### config.mk
export PLATFORM = sky130hd
export DESIGN_NAME = uart_tx
export DESIGN_NICKNAME = d
export VERILOG_FILES = /design/src/rtl/uart_pkg.sv /design/src/rtl/uart_tx_edge_bit_counter.sv /design/src/rtl/uart_tx.sv
export SDC_FILE = /design/constraint.sdc
export NUM_CORES = 1
export LEC_CHECK = 0
export CAP_MARGIN = 5
export CORE_UTILIZATION = 47
export CTS_BUF_LIST = sky130_fd_sc_hd__clkbuf_4 sky130_fd_sc_hd__clkbuf_8
export CTS_CLUSTER_DIAMETER = 100
export DETAILED_ROUTE_END_ITERATION = 10
export DONT_BUFFER_PORTS = 1
export HOLD_SLACK_MARGIN = 0.02
export PLACE_DENSITY = 0.71
export SLEW_MARGIN = 20
export SYNTH_ARGS = -nofsm -noshare
export SYNTH_HDL_FRONTEND = slang
export SYNTH_SLANG_ARGS = --single-unit
### constraint.sdc
create_clock -name clk -period 2.9 [get_ports clk]
set_input_delay 0.435 -clock clk [delete_from_list [all_inputs] [get_ports clk]]
set_output_delay 0.435 -clock clk [all_outputs]
set_load 0.01 [all_outputs]
### src/rtl/uart_pkg.sv
`default_nettype none
// ============================================================================
// Module   : uart_pkg
// Purpose  : Shared UART FSM state encoding and parity-type constants.
// Revision : 1.0 - initial release
// ============================================================================
package uart_pkg;

    typedef enum logic [2:0] {
        IDLE   = 3'd0,
        START  = 3'd1,
        DATA   = 3'd2,
        PARITY = 3'd3,
        STOP   = 3'd4
    } uart_state_t;

    localparam logic PAR_EVEN = 1'b0;
    localparam logic PAR_ODD  = 1'b1;

endpackage : uart_pkg
`default_nettype wire

### src/rtl/uart_tx_edge_bit_counter.sv
`default_nettype none
// ============================================================================
// Module   : uart_tx_edge_bit_counter
// Purpose  : Per-bit clock-edge counter and data-bit index counter for uart_tx.
// Revision : 1.0 - initial release
// ============================================================================
module uart_tx_edge_bit_counter #(
    parameter int DATA_WIDTH = 8,
    parameter int width      = 6
) (
    input  logic             clk,
    input  logic             RST,
    input  logic             i_active,
    input  logic             i_data_phase,
    input  logic [width-1:0] i_p_lat,
    output logic             o_edge_last,
    output logic             o_bit_last
);

    localparam int                 c_BIT_W    = (DATA_WIDTH > 1) ? $clog2(DATA_WIDTH) : 1;
    localparam logic [width-1:0]   c_EDGE_ONE = width'(1);
    localparam logic [c_BIT_W-1:0] c_BIT_ONE  = c_BIT_W'(1);
    localparam logic [c_BIT_W-1:0] c_BIT_LAST = c_BIT_W'(DATA_WIDTH - 1);

    logic [width-1:0]   r_edge_cnt;
    logic [c_BIT_W-1:0] r_bit_cnt;

    // i_p_lat is never zero while active, so the subtraction cannot wrap.
    assign o_edge_last = (r_edge_cnt == (i_p_lat - c_EDGE_ONE));
    assign o_bit_last  = (r_bit_cnt == c_BIT_LAST);

    always_ff @(posedge clk) begin
        if (RST || !i_active) begin
            r_edge_cnt <= '0;
            r_bit_cnt  <= '0;
        end else if (o_edge_last) begin
            r_edge_cnt <= '0;
            if (i_data_phase) begin
                r_bit_cnt <= o_bit_last ? '0 : (r_bit_cnt + c_BIT_ONE);
            end
        end else begin
            r_edge_cnt <= r_edge_cnt + c_EDGE_ONE;
        end
    end

endmodule : uart_tx_edge_bit_counter
`default_nettype wire

### src/rtl/uart_tx.sv
`default_nettype none
// ============================================================================
// Module   : uart_tx
// Purpose  : UART transmitter: start, LSB-first data, optional parity, stop.
// Revision : 1.0 - initial release
// ============================================================================
module uart_tx
    import uart_pkg::*;
#(
    parameter int DATA_WIDTH = 8,
    parameter int width      = 6
) (
    input  logic                  clk,
    input  logic                  RST,
    input  logic [DATA_WIDTH-1:0] P_DATA,
    input  logic                  Data_Valid,
    input  logic                  PAR_EN,
    input  logic                  PAR_TYP,
    input  logic [width-1:0]      Prescale,
    output logic                  TX_OUT,
    output logic                  busy
);

    localparam logic [width-1:0] c_ONE = width'(1);

    uart_state_t           r_state;
    logic [DATA_WIDTH-1:0] r_shift;
    logic                  r_par_en;
    logic                  r_par_bit;
    logic [width-1:0]      r_p_lat;
    logic                  r_tx_out;
    logic                  r_busy;

    logic                  w_edge_last;
    logic                  w_bit_last;
    logic [width-1:0]      w_p_lat_next;
    logic                  w_parity;

    assign w_p_lat_next = (Prescale == '0) ? c_ONE : Prescale;
    // Parity is resolved at latch time because the data register shifts out.
    assign w_parity     = (^P_DATA) ^ (PAR_TYP == PAR_ODD);

    uart_tx_edge_bit_counter #(
        .DATA_WIDTH (DATA_WIDTH),
        .width      (width)
    ) u_counter (
        .clk          (clk),
        .RST          (RST),
        .i_active     (r_state != IDLE),
        .i_data_phase (r_state == DATA),
        .i_p_lat      (r_p_lat),
        .o_edge_last  (w_edge_last),
        .o_bit_last   (w_bit_last)
    );

    always_ff @(posedge clk) begin
        if (RST) begin
            r_state   <= IDLE;
            r_shift   <= '0;
            r_par_en  <= 1'b0;
            r_par_bit <= 1'b0;
            r_p_lat   <= '0;
            r_tx_out  <= 1'b1;
            r_busy    <= 1'b0;
        end else begin
            case (r_state)
                IDLE: begin
                    if (Data_Valid) begin
                        r_shift   <= P_DATA;
                        r_par_en  <= PAR_EN;
                        r_par_bit <= w_parity;
                        r_p_lat   <= w_p_lat_next;
                        r_state   <= START;
                        r_tx_out  <= 1'b0;
                        r_busy    <= 1'b1;
                    end
                end
                START: begin
                    if (w_edge_last) begin
                        r_state  <= DATA;
                        r_tx_out <= r_shift[0];
                        r_shift  <= r_shift >> 1;
                    end
                end
                DATA: begin
                    if (w_edge_last) begin
                        if (!w_bit_last) begin
                            r_tx_out <= r_shift[0];
                            r_shift  <= r_shift >> 1;
                        end else if (r_par_en) begin
                            r_state  <= PARITY;
                            r_tx_out <= r_par_bit;
                        end else begin
                            r_state  <= STOP;
                            r_tx_out <= 1'b1;
                        end
                    end
                end
                PARITY: begin
                    if (w_edge_last) begin
                        r_state  <= STOP;
                        r_tx_out <= 1'b1;
                    end
                end
                STOP: begin
                    if (w_edge_last) begin
                        r_state  <= IDLE;
                        r_tx_out <= 1'b1;
                        r_busy   <= 1'b0;
                    end
                end
                default: begin
                    r_state  <= IDLE;
                    r_tx_out <= 1'b1;
                    r_busy   <= 1'b0;
                end
            endcase
        end
    end

    assign TX_OUT = r_tx_out;
    assign busy   = r_busy;

endmodule : uart_tx
`default_nettype wire

==> results.txt <==
Peak VDD IR = 0.000265 V
top fanout value on the critical path = 10
uppermost layer routed = met4
Required @ worst endpoint = 3140 ps
1st-pass router iterations = 4
total global routing overflow = 0
FF-to-FF setup slack = 490 ps
largest net degree at the start of global routing = 16
Reg power frac = 0.526
hpwl dp = 2.52 mm
Placement Setup Slack = 545 ps
switching share of power = 0.291
R2R Path End = r_state[0]
setup ws final = 492 ps
met2 wire length = 1.60 mm
ys async rst share = 0
worst-case clock buffer depth = 2
Comb pwr share = 0.166
first-pass GRT wire length = 5.61 mm
Cell Int Power = 0.623 mW
RR Startpoint = r_p_lat[0]
Worst-Margin Slew = 913 ps
fmax = 415 MHz
skew final = 12.5 ps
num ports = 21
Multi-input gate area = 948 um2
Yosys cell types = 45
Leak Pwr = 0.652 nW
Worst Path Arrival = 2640 ps
TritonCTS Sinks = 30
Reg clk slew, reported paths = 100 ps
Max Cap Violations = 0
status = completed
initial antenna violation count = 0
reg2reg path depth = 8
largest family of logic cells by synthesized area = simple AND/OR/NAND/NOR gates
layout cell share with drive strength beyond 1 = 0.104
Post-synth EDFFs = 0
Final Power = 0.879 mW
vias in the first global route = 1321
Port Buffers = 0
total negative setup slack = 0 ps
RSZ-0062 raised after global routing = false
WL met3 = 178 um
Post-Route M1 WL = 1.44 mm
detailed-route via count = 1338
Nets = 215
max_slew headroom = 0.391
synthesized area per cell = 8.45 um2
drt wl/cell = 13.9 um
core area = 3150 um2
Post-CTS Setup Bufs = 0
ANT nets after route = 0
H-tree depth = 2
Synth Area in Compound Gates = 0.188
crit end category = flop
clock latency on the worst-skew pair = 340 ps
CTS Buf Count = 5
Synth Net Count = 215
mapped cell area = 1620 um2
Clk pwr share = 0.309
CTS root buf = clkbuf_4
simple-gate share of the synthesized area = 0.216
Post-Synth Adder-Cell Area = 0.0308
Hold Crit Class = in -> reg
# setup viols final = 0
die area = 3690 um2
Diodes inserted = 0
chip width = 60.8 um
switching pwr = 0.256 mW
WS Path Type = reg -> reg
Post-CTS Resized = 0
Hold Path End = r_shift[7]
min-delay src = RST
row cnt = 20
commonest non-fill, non-tap cell in the layout = dfxtp_1
GRT Overall Usage = 0.208
post-synthesis xor/xnor area fraction = 0.0971
Hold Path Cell Cnt = 1
final period utilization = 0.830
vias per cell = 5.65
CTS tree = yes
# fillers = 324
Starting Density = 0.515
P per Cell Area = 514 nW/um2
mux contribution to synthesized area = 0.0493
Min Clock Period, post-route = 2410 ps
synth-to-layout area growth = 5.32%
Final Wtd Congestion = 0.930
synth warn = 0
Post-synth top flop = dfxtp_1
register area share after synthesis = 0.370
initial drt markers = 42
Register Area = 601 um2
CP Launch Type = flop
max-slew violation count = 0
synthesized instance count = 192
final hold vios = 0
drt total wl = 3.31 mm
height of the die = 60.8 um
FF+latch count, synth = 30
Post-CTS Hold Fix Bufs = 0
Remaining DRCs = 0
commonest cells after routing, fill and taps aside = dfxtp_1 (30), nand2_1 (22), a21oi_1 (20)
worst max-delay path, stage by stage, from the launching register on:
cell and delay (ps):
dfxtp_1 440, inv_1 70, ha_1 210, and2_1 190, o21a_1 200, o31ai_2 330, and2_1 400, a211oi_2 130
a2111oi_2 320
cell families after synthesis:
family | after synthesis
AOI/OAI and AO/OA | 46
xor gates and xnor gates | 18
adders and majority gates | 4
buffers and inverters | 16
DFF | 30
muxes | 8
and+or+nand+nor | 70
registers in the layout, summed over array words and instances, names as in the netlist:
name	cells
TX_OUT	1
r_shift	8
r_par_en	1
busy	1
r_state	3
r_p_lat	6
u_counter.r_edge_cnt	6
r_par_bit	1
u_counter.r_bit_cnt	3
layout make-up:
cell class / count / share of cell area
Clock inverter: 2 / 0.00732
Timing Repair Buffer: 2 / 0.00878
Sequential cell: 30 / 0.351
Clock buffer: 6 / 0.0300
Inverter: 7 / 0.0154
Multi-Input combinational cell: 146 / 0.555
Tap cell: 44 / 0.0322
routing by layer:
metal,up-vias,track usage
li1,667,-
met1,627,0.243
met2,33,0.342
met3,11,0.0554
met4,0,0.127
met5,-,0
cell usage after synthesis, drive strengths merged, types with 2 or more instances:
cell type  count  area share
a211oi         3       0.017
a21o           2       0.010
a21oi         20       0.062
and2           2      0.0077
buf            4       0.018
clkbuf         5       0.015
dfxtp         30        0.37
ha             4       0.031
inv            6       0.014
mux2i          8       0.049
nand2         22       0.051
nand2b         2      0.0077
nand3          9       0.028
nor2          19       0.044
nor3           5       0.019
o21ai          5       0.015
o22ai          2      0.0077
o31ai          8       0.040
or2            3       0.012
xnor2         11       0.059
xor2           7       0.038
power by group through the flow:
stage          Clock, mW  Combinational [mW]  Sequential [mW]
3_3_place_gp           0               0.141            0.470
5_1_grt            0.292               0.165            0.466
4_1_cts            0.277               0.147            0.462
3_5_place_dp           0               0.146            0.471
2_1_floorplan          0               0.129            0.463
6_report           0.271               0.146            0.462
how the worst max path moves through the flow:
| stage | from | slack, ps | endpoint | cells past startpoint |
|---|---|---|---|---|
| floorplan | r_p_lat[0] | 850 | u_counter.r_edge_cnt[2] | 10 |
| global placement | r_p_lat[0] | 680 | r_state[0] | 8 |
| detailed placement | r_p_lat[0] | 550 | r_state[0] | 8 |
| CTS | r_p_lat[0] | 500 | r_state[0] | 8 |
| global route | r_p_lat[0] | 280 | r_state[0] | 8 |
| finish | r_p_lat[0] | 490 | r_state[0] | 8 |
stage by stage:
stage	util	hold WS, ps	std cells	cell area, um2
after CTS	0.542	136	237	1710
after detailed placement	0.522	438	229	1650
after global routing	0.542	132	237	1710
after global placement	0.522	431	229	1650
final	0.542	149	237	1710
after floorplan	-	427	192	1620
No activity file was read; power rests on OpenSTA's default activity.
